`config.mk`:
```
export PLATFORM = sky130hd
export DESIGN_NAME = shl_iter
export DESIGN_NICKNAME = d
export VERILOG_FILES = /design/src/rtl/shift_pkg.sv /design/src/rtl/shl_step.sv /design/src/rtl/shl_iter.sv
export SDC_FILE = /design/constraint.sdc
export NUM_CORES = 1
export LEC_CHECK = 0
export ABC_AREA = 1
export CORE_AREA = 2 2 89 91
export DETAILED_ROUTE_END_ITERATION = 7
export DIE_AREA = 0 0 91 93
export GPL_TIMING_DRIVEN = 0
export PLACE_DENSITY_LB_ADDON = 0.3
export SLEW_MARGIN = 20
export SYNTH_ARGS = -nofsm -noshare
export SYNTH_HDL_FRONTEND = slang
export SYNTH_HIERARCHICAL = 1
export SYNTH_SLANG_ARGS = --single-unit
```
`constraint.sdc`:
```
create_clock -name clk -period 2.8 [get_ports clk]
set_input_delay 0.56 -clock clk [delete_from_list [all_inputs] [get_ports clk]]
set_output_delay 0.56 -clock clk [all_outputs]
set_load 0.01 [all_outputs]
```
`src/rtl/shift_pkg.sv`:
```
// Shared definitions for the iterative shifter family (left and right variants).
// Holds operand/counter widths, the control-state encoding and the count clamp helper.
package shift_pkg;

  localparam int DATA_W = 32;
  localparam int CNT_W  = 6;

  localparam logic [CNT_W-1:0] SHIFT_SAT = CNT_W'(32);

  typedef enum logic [1:0] {
    IDLE,
    SHIFT,
    FIN
  } state_e;

  // Counts of 32 or more all saturate; upper bits of the count never wrap back to small values.
  function automatic logic [CNT_W-1:0] clamp_count(input logic [DATA_W-1:0] b);
    return (b >= 32'(DATA_W)) ? SHIFT_SAT : b[CNT_W-1:0];
  endfunction

endpackage

```
`src/rtl/shl_step.sv`:
```
// Single-position left step: logical shift, or rotate when rotate_i feeds bit 31 back into bit 0.
module shl_step
  import shift_pkg::*;
(
  input  logic [DATA_W-1:0] res_i,
  input  logic              rotate_i,
  output logic [DATA_W-1:0] res_o
);

  assign res_o = {res_i[DATA_W-2:0], rotate_i & res_i[DATA_W-1]};

endmodule

```
`src/rtl/shl_iter.sv`:
```
// Iterative 32-bit shift-left unit, one bit per clock, start/busy/done handshake.
// Define SHL_ROTATE_EN to honour the rotate input (rotate-left with count B[4:0]).
module shl_iter
  import shift_pkg::*;
(
  input  logic              clk,
  input  logic              clr_n,
  input  logic              start,
  input  logic              rotate,
  input  logic [DATA_W-1:0] A,
  input  logic [DATA_W-1:0] B,
  output logic              busy,
  output logic              done,
  output logic [DATA_W-1:0] Result
);

  state_e            state_q, state_d;
  logic [DATA_W-1:0] res_q, res_d;
  logic [CNT_W-1:0]  cnt_q, cnt_d;
  logic [CNT_W-1:0]  load_cnt;
  logic [DATA_W-1:0] step_res;
  logic              mode_q;

`ifdef SHL_ROTATE_EN
  logic mode_d;

  // Rotating by 32 is the identity, so rotate mode only keeps the low five count bits.
  assign load_cnt = rotate ? {1'b0, B[4:0]} : clamp_count(B);
`else
  logic unused_rotate;

  assign unused_rotate = rotate;
  assign mode_q        = 1'b0;
  assign load_cnt      = clamp_count(B);
`endif

  shl_step u_step (
    .res_i    (res_q),
    .rotate_i (mode_q),
    .res_o    (step_res)
  );

  always_comb begin
    // NOTE: every signal gets a default before the case so no path leaves it unassigned (no latch).
    state_d = state_q;
    res_d   = res_q;
    cnt_d   = cnt_q;
`ifdef SHL_ROTATE_EN
    mode_d  = mode_q;
`endif
    unique case (state_q)
      IDLE: begin
        if (start) begin
          res_d   = A;
          cnt_d   = load_cnt;
`ifdef SHL_ROTATE_EN
          mode_d  = rotate;
`endif
          state_d = SHIFT;
        end
      end
      SHIFT: begin
        if (cnt_q != '0) begin
          res_d = step_res;
          cnt_d = cnt_q - CNT_W'(1);
        end else begin
          state_d = FIN;
        end
      end
      FIN:     state_d = IDLE;
      default: state_d = IDLE;
    endcase
  end

  // NOTE: state registers use non-blocking assignments so every flop samples pre-edge values.
  always_ff @(posedge clk or negedge clr_n) begin
    if (!clr_n) begin
      state_q <= IDLE;
      res_q   <= '0;
      cnt_q   <= '0;
    end else begin
      state_q <= state_d;
      res_q   <= res_d;
      cnt_q   <= cnt_d;
    end
  end

`ifdef SHL_ROTATE_EN
  always_ff @(posedge clk or negedge clr_n) begin
    if (!clr_n) mode_q <= 1'b0;
    else        mode_q <= mode_d;
  end
`endif

  assign busy   = (state_q != IDLE);
  assign done   = (state_q == FIN);
  assign Result = res_q;

endmodule

```
# Yosys cells after proc, flatten, opt, wreduce, memory -nomap -nowiden
# Index checks and enable logic that the tools add are counted.
# op_classes
n_lt_le_gt_ge,1
n_mux,10
eq_ne,5
add_sub_neg,1
reduce_logical,6
# ops
operator,count
32-bit two-way mux,2
32-bit case mux with 2 select lines,1
"32-bit by 6-bit greater-or-equal comparator with 1-bit output, second input constant",1
6-bit two-way mux,3
6-bit case mux with 2 select lines,1
"2-bit != test, second input constant",3
6-bit nonzero test,1
"6-bit by 1-bit subtractor with 6-bit output, second input constant",1
2-bit two-way mux,2
2-bit case mux with 2 select lines,1
2-bit nonzero test,2
3-bit AND reduction,1
"2-bit by 1-bit == test with 1-bit output, second input constant",1
"2-bit == test, second input constant",1
2-bit zero test,1
2-bit AND reduction,1
# word_totals
inputBits,68
regBits,40
out_inout_bits,34
word_cells,26

# Depth between registers and ports, before layout
# Gate-level depths: netlist of run 1.
# depth
word_depth,4
ltp_mapped,9
depth_no_buf,8

# Cells and area by module
# Netlist of run 1, hierarchy kept.
# modules_own_cells
mod,seq_area_each_um2,area_per_inst_um2,n_inst,cells_each
shl_iter,1001.0,2119.5,1,283
shl_step,0.0,240.2,1,33

# Worst setup path after synthesis of run 1
# Ideal clock, no wire load.
# synth_path
kind,reg2reg
from,reg cnt_q[0]
to,"reg res_q[30], in the netlist Result[30]"
period_less_slack_ps,1424
arrival_ps,1298
required_time_ps,2674
path_buffers,2
path_stages_with_launch,10
setup_ps,126
path_slack_ps,1376
cell_sequence,dfrtp_1 > inv_1 > ha_1 > nand4_2 > nand2_2 > nand2_2 > buf_6 > buf_6 > nor2_1 > a31oi_1
# synth_between
elab_chain_cells,3
# synth_rtl
element,line,source
"start, declared",shl_iter.sv:19,"logic [CNT_W-1:0] cnt_q, cnt_d;"
"start signal, assigned",shl_iter.sv:84,cnt_q <= cnt_d;
6-bit nonzero test,shl_iter.sv:63,if (cnt_q != '0) begin
2-bit != test (no line),-,
3-bit AND reduction (no line),-,
"end signal, assigned",shl_iter.sv:83,res_q <= res_d;
"end, declared",shl_iter.sv:18,"logic [DATA_W-1:0] res_q, res_d;"
# Every way passes these cells.
# A chain may end at the register's enable or synchronous reset.

# Worst setup path in the final report of run 1
# layout_path
from,reg state_q[0]
to,out busy
# layout_between
elab_chain_cells,1
# layout_rtl
element,line,source
"start, declared",shl_iter.sv:17,"state_e state_q, state_d;"
"start signal, assigned",shl_iter.sv:82,state_q <= state_d;
2-bit nonzero test,shl_iter.sv:95,assign busy = (state_q != IDLE);
"end, declared",shl_iter.sv:12,"output logic busy,"
# Every way passes these cells.

==> key figures, run 1 <==
Power and ir drop
  – Leak: 1.66 nW
  – Sw Pwr: 1.20 mW
  – Pwr dens: 871 mW/mm²
  – Flop pwr share: 29.7%
  – Switching share of power: 38.3%
  – Internal: 1.93 mW
  – Clock Power Share: 12.7%
  – Combinational Power Share: 57.6%
  – Worst IR drop on VDD: 283 µV

Setup path
  – Worst path bufs/invs: 2
  – CP Max Fanout: 3
  – WP data required: 2.24 ns
  – R2r startpoint: cnt_q[0]$_DFFE_PN0P_
  – Startpoint Class: flop
  – Worst setup path category: reg2out
  – Worst Path Arrival: 1.41 ns
  – R2R depth: 9
  – Crit path max-delay cell type: clkdlybuf4s50_1
  – Slowest Stage Delay on Critical Path: 0.48 ns
  – CP cell instances: nor2_1 > inv_1 > clkdlybuf4s50_1
  – CP top delay family: buffers and inverters
  – FF-to-FF setup slack: 1.20 ns
  – R2r endpoint: Result[12]$_DFFE_PN0P_
  – CP endpoint kind: output pin

Yosys
  – Yosys top cell by area: dfrtp_1
  – Syn nets: 386
  – Async S/R FF share, synth: 100%
  – Syn Area/Cell: 7.47 µm²
  – Synth Warn #: 6
  – Synth unique cells: 21
  – Seq/Total Area, Yosys: 42.4%
  – Number of enable flip-flop cells after synthesis: 0
  – Adder-cell share of the synthesized area: 1.06%
  – Mapped Area: 0.00236 mm²
  – Synth Area in Compound Gates: 10.4%
  – Main combinational cell family by area after synthesis: simple AND/OR/NAND/NOR gates
  – Top-area cell type share of the netlist area: 42.4%
  – Top-count cell post-synth: nand2_1
  – Cell count after synthesis: 316
  – Post-synthesis mux area share: 0%
  – Largest cells by area after synthesis: dfrtp_1 (42%), nand2_1 (14%), nor2_1 (11%), buf_4 (9.9%), a31oi_1 (8.5%)
  – Simple-gate share of the synthesized area: 29.1%
  – Post-synth top flop: dfrtp_1
  – Post-Synth XOR/XNOR Area: 0%
  – #FFs+latches synth: 40
  – Commonest cells post-synth: nand2_1 (88), nor2_1 (71), dfrtp_1 (40)

Clocking
  – Post-CTS Setup Inserts: 0
  – CTS max path bufs: 2
  – Sink Count: 40
  – Worst skew pair latency: 0.29 ns
  – # hold bufs at CTS: 0
  – CTS tree: built
  – CTS resizes: 0
  – Root Buffer: clkbuf_8
  – Cts bufs inserted: 5
  – CTS H-tree depth: 2
  – Clock-pin transition on the worst setup and hold timing paths: 0.08 ns

Route
  – Starting DRT DRC Count: 68
  – Drt wl/cell: 11.9 µm
  – DRC errors left: 0
  – Post-DRT Antenna Nets: 0
  – WL final: 6.28 mm
  – Drt first pass iters: 4
  – Vias per cell: 4.37
  – Via count: 2302

Floorplan
  – Initial Util: 31.3%
  – Width of the die: 91 µm
  – Chip height: 93 µm
  – Core area: 0.00753 mm²
  – Cell Rows: 32
  – Die footprint: 0.00846 mm²
  – I/O pin total: 102

Timing
  – Setup violations, final: 0
  – Setup TNS: 0 ns
  – Max Clock Freq: 507 MHz
  – Slew Limit Fails: 0
  – Clock Skew: 0.00398 ns
  – Crit share post-route: 70.5%
  – Minimum clock period: 1.97 ns
  – RSZ-0062 raised after global routing: no
  – Hold WS: 0.171 ns
  – Endpoints failing hold: 0

Place
  – Dpl hpwl: 4.65 mm
  – Final RePlAce weighted congestion: 0.766
  – Port bufs: 100

Global route
  – Global route overflow: 0
  – Vias in the first global route: 2399
  – Initial antenna violation count: 0
  – First-pass GRT wire length: 10.8 mm
  – Largest net degree at the start of global routing: 28
  – GRT Total Usage: 15.5%

Finish
  – Net count, final: 494
  – Fill cell count: 769
  – Antenna cells: 0
  – Layout cells sized above 1: 12.9%
  – Final Util: 47.7%
  – P&R area growth vs syn: 52.3%

Job
  – Max Cap Violations: 0

Outcome
  – Status: finished clean

Min path
  – Hold Path Class: in2async
==> kinds of logic (layout without fill, tap and decap cells) <==
family | count (synthesis) | after routing
flip-flops | 40 | 40
AND/OR/NAND/NOR | 172 | 172
adder cells (fa/ha/maj) | 2 | 2
AO/OA/AOI/OAI | 41 | 41
buffers and inverters | 60 | 169
other | 1 | 1
==> area by class of cell <==
type                    instances  area (µm²)  share of cell area, %
plain buffers                  46         344                   9.58
clock buffers                   8        90.1                   2.51
inverters                      14        53.8                   1.50
multi-input cells             216         961                   26.7
flip-flops and latches         40        1000                   27.9
well taps                     102         128                   3.55
repair buffers                101        1020                   28.3
==> layout by cell type (no fill, tap or decap) <==
cell and n:
a21oi_1 9, a31oi_1 32, buf_12 1, buf_2 3, buf_4 31, buf_6 7
clkbuf_1 8, clkbuf_8 6, clkdlybuf4s50_1 99, clkinv_2 1, conb_1 1, dfrtp_1 40
ha_1 2, inv_1 13, nand2_1 88, nand2_2 2, nand2_4 1, nand3_1 5
nand4_1 1, nand4_2 1, nor2_1 71, nor2_4 1, nor3_1 1, or2_2 1
==> stage by stage <==
| step | setup WS, ns | total power [mW] | instance area (µm²) | std cells |
|---|---|---|---|---|
| 2_1_floorplan | 1.38 | 2.10 | 2360 | 316 |
| 3_3_place_gp | 0.0766 | 2.72 | 3490 | 518 |
| 3_5_place_dp | 0.849 | 2.77 | 3500 | 519 |
| 4_1_cts | 0.804 | 3.18 | 3590 | 527 |
| 5_1_grt | 0.761 | 3.41 | 3590 | 527 |
| 6_report | 0.827 | 3.13 | 3590 | 527 |
==> power groups by stage <==
stage	combinational [mW]	sequential [mW]	clock [mW]
6_report	1.80	0.929	0.398
5_1_grt	2.01	0.956	0.442
4_1_cts	1.84	0.930	0.417
3_5_place_dp	1.83	0.940	0
3_3_place_gp	1.78	0.936	0
2_1_floorplan	1.12	0.982	0
==> routing by layer <==
layer	GRT usage (%)	wire, µm
met5	0	0
met1	19.2	2920
met2	26.5	3010
met4	4.80	46
met3	4.19	306
==> worst reg2reg max path: stages (launching register included) <==
cell and delay, ns:
dfrtp_1 0.39, inv_1 0.16, ha_1 0.20, nand4_2 0.11
nand2_2 0.12, nand2_2 0.06, buf_6 0.15, buf_6 0.14
nor2_1 0.11, a31oi_1 0.05
==> worst max path at each step <==
| stage | start | endpoint | slack, ns | cells past startpoint |
|---|---|---|---|---|
| finish | state_q[0]$_DFFE_PN0P_ | busy | 0.83 | 3 |
| CTS | state_q[0]$_DFFE_PN0P_ | busy | 0.80 | 3 |
| global placement | clr_n | Result[24]$_DFFE_PN0P_ | 0.08 | 1 |
| floorplan | cnt_q[0]$_DFFE_PN0P_ | Result[30]$_DFFE_PN0P_ | 1.38 | 9 |
| detailed placement | B[12] | cnt_q[5]$_DFFE_PN0P_ | 0.85 | 9 |
| global route | state_q[0]$_DFFE_PN0P_ | busy | 0.76 | 3 |
==> registers in the layout (all words and copies together) (netlist names) <==
register / count
cnt_q: 6
state_q: 2
Result: 32
No activity file was read; power rests on OpenSTA's default activity.
==> run 2, diff against run 1 <==
==> constraint.sdc (replaced) <==
create_clock -name clk -period 2 [get_ports clk]
set_input_delay 0.4 -clock clk [delete_from_list [all_inputs] [get_ports clk]]
set_output_delay 0.4 -clock clk [all_outputs]
set_load 0.01 [all_outputs]
==> results of run 2 <==
The final DEF is identical to that of run 1. Status: finished clean.
Among the figures that moved: setup slack after placement 0.849 ns -> 0.209 ns; setup slack after layout 0.827 ns -> 0.187 ns; hold slack 0.171 ns -> 0.0108 ns; register-to-register setup slack 1.20 ns -> 0.40 ns; total power 3.13 mW -> 4.38 mW; worst IR drop on VDD 283 µV -> 396 µV
==> run 3, diff against run 2 <==
--- a/config.mk
+++ b/config.mk
@@ -6,9 +6,11 @@
 export NUM_CORES = 1
 export LEC_CHECK = 0
 export ABC_AREA = 1
-export CORE_AREA = 2 2 89 91
+export CELL_PAD_IN_SITES_DETAIL_PLACEMENT = 1
+export CELL_PAD_IN_SITES_GLOBAL_PLACEMENT = 2
+export CORE_AREA = 2 2 107 109
 export DETAILED_ROUTE_END_ITERATION = 7
-export DIE_AREA = 0 0 91 93
+export DIE_AREA = 0 0 109 111
 export GPL_TIMING_DRIVEN = 0
 export PLACE_DENSITY_LB_ADDON = 0.3
 export SLEW_MARGIN = 20
==> key figures, run 3 (synthesized netlist as in run 1, its figures left out) <==
Clocking
  – CTS tree: built
  – Worst skew pair latency: 0.28 ns
  – Sink Count: 40
  – # hold bufs at CTS: 0
  – Post-CTS Setup Inserts: 0
  – Root Buffer: clkbuf_16
  – Cts bufs inserted: 5
  – CTS resizes: 0
  – CTS H-tree depth: 2
  – Clock-pin transition on the worst setup and hold timing paths: 0.06 ns
  – CTS max path bufs: 2

Place
  – Post-Place Cells: 560
  – Port bufs: 100
  – Dpl hpwl: 5.47 mm
  – Worst Setup Slack post-DPL: 0.129 ns
  – Final RePlAce weighted congestion: 0.739

Setup path
  – CP Max Fanout: 3
  – FF-to-FF setup slack: 0.36 ns
  – Worst setup path category: reg2out
  – CP startpoint: state_q[0]$_DFFE_PN0P_
  – WP data required: 1.60 ns
  – R2r endpoint: Result[19]$_DFFE_PN0P_
  – R2R depth: 9
  – Startpoint Class: flop
  – R2r startpoint: cnt_q[0]$_DFFE_PN0P_
  – Worst Path Arrival: 1.40 ns
  – CP endpoint kind: output pin

Route
  – Via count: 2371
  – Drt first pass iters: 4
  – Vias per cell: 4.18
  – Post-DRT Antenna Nets: 0
  – DRC errors left: 0
  – Drt wl/cell: 12.8 µm
  – WL final: 7.24 mm
  – Starting DRT DRC Count: 92

Global route
  – Initial antenna violation count: 0
  – First-pass GRT wire length: 12.1 mm
  – Vias in the first global route: 2609
  – Largest net degree at the start of global routing: 22
  – Global route overflow: 0
  – GRT Total Usage: 12.4%

Power and ir drop
  – Clock Power Share: 16.5%
  – Pwr dens: 1260 mW/mm²
  – Flop pwr share: 28.1%
  – Sw Pwr: 1.78 mW
  – Switching share of power: 38.2%
  – Leak: 1.68 nW
  – Internal: 2.88 mW
  – Total power: 4.65 mW
  – Worst IR drop on VDD: 348 µV
  – Combinational Power Share: 55.4%

Timing
  – Slew Limit Fails: 0
  – Endpoints failing hold: 0
  – Clock Skew: 0.00467 ns
  – RSZ-0062 raised after global routing: no
  – Minimum clock period: 1.80 ns
  – Slew HR: 62.1%
  – Least-Margin Pin Slew: 0.569 ns
  – Final setup margin: 0.205 ns
  – Max Clock Freq: 557 MHz
  – Crit share post-route: 89.8%
  – Setup violations, final: 0
  – Setup TNS: 0 ns

Min path
  – Hold Path Class: in2async

Finish
  – Layout cells sized above 1: 13.0%
  – Net count, final: 494
  – Commonest non-fill, non-tap cell in the layout: clkdlybuf4s50_1
  – Most frequent cells in the layout: clkdlybuf4s50_1 (99), nand2_1 (88), nor2_1 (71)
  – Non-Filler Instances: 567
  – P&R area growth vs syn: 56.6%
  – Max reg flops: 32
  – Final Util: 33.4%
  – Antenna cells: 0

Floorplan
  – I/O pin total: 102
  – Core area: 0.0111 mm²
  – Width of the die: 109 µm
  – Initial Util: 21.3%
  – Cell Rows: 39
  – Chip height: 111 µm
  – Die footprint: 0.0121 mm²

Job
  – Max Cap Violations: 0

Outcome
  – Status: finished clean
==> run 3: cell types whose count changed in the layout (fill, tap and decap cells not counted) <==
cell and delta:
buf_12 -1, buf_16 +1, clkbuf_1 -1, clkbuf_16 +5, clkbuf_8 -6, clkinv_2 +1
==> run 3: metal layers <==
metal | track usage, % | wire length (µm) | share of wire (%) | vias up
li1 | - | - | - | 1191
met1 | 15.5 | 3300 | 45 | 1115
met2 | 21.9 | 3520 | 49 | 61
met3 | 2.41 | 380 | 5.2 | 4
met4 | 2.31 | 43 | 0.59 | 0
met5 | 0 | 0 | 0 | -
==> run 3: final cells by class <==
class / instances / area (µm²)
inverter: 14 / 53.8
timing repair buffer: 101 / 1020
tap: 143 / 179
clock buffer: 6 / 129
fill: 1334 / 7380
multi-input combinational: 216 / 961
buffer: 46 / 344
clock inverter: 1 / 5.00
sequential: 40 / 1000
==> run 3: worst max-delay path by stage <==
stage | end | cells past startpoint
after floorplan | Result[30]$_DFFE_PN0P_ | 9
after global routing | busy | 3
after global placement | Result[25]$_DFFE_PN0P_ | 1
final | busy | 3
after CTS | busy | 3
after detailed placement | cnt_q[0]$_DFFE_PN0P_ | 8
==> run 3: power groups by stage <==
stage / sequential (mW) / clock, mW / combinational, mW
2_1_floorplan: 1.37 / 0 / 1.56
3_3_place_gp: 1.32 / 0 / 2.58
3_5_place_dp: 1.33 / 0 / 2.63
4_1_cts: 1.32 / 0.799 / 2.65
5_1_grt: 1.34 / 0.833 / 2.89
6_report: 1.31 / 0.769 / 2.58
==> run 3: through the flow <==
| stage | hold WS, ns | instance area [µm²] |
|---|---|---|
| 4_1_cts | 0.141 | 3700 |
| 6_report | 0.113 | 3700 |
| 2_1_floorplan | 0.104 | 2360 |
| 5_1_grt | 0.158 | 3700 |
| 3_3_place_gp | 0.536 | 3540 |
| 3_5_place_dp | 0.442 | 3560 |
==> run 3: worst max-delay path: stages (launching register included) <==
cell and delay (ns):
dfrtp_1 0.44, nor2_1 0.16, inv_1 0.05, clkdlybuf4s50_1 0.47
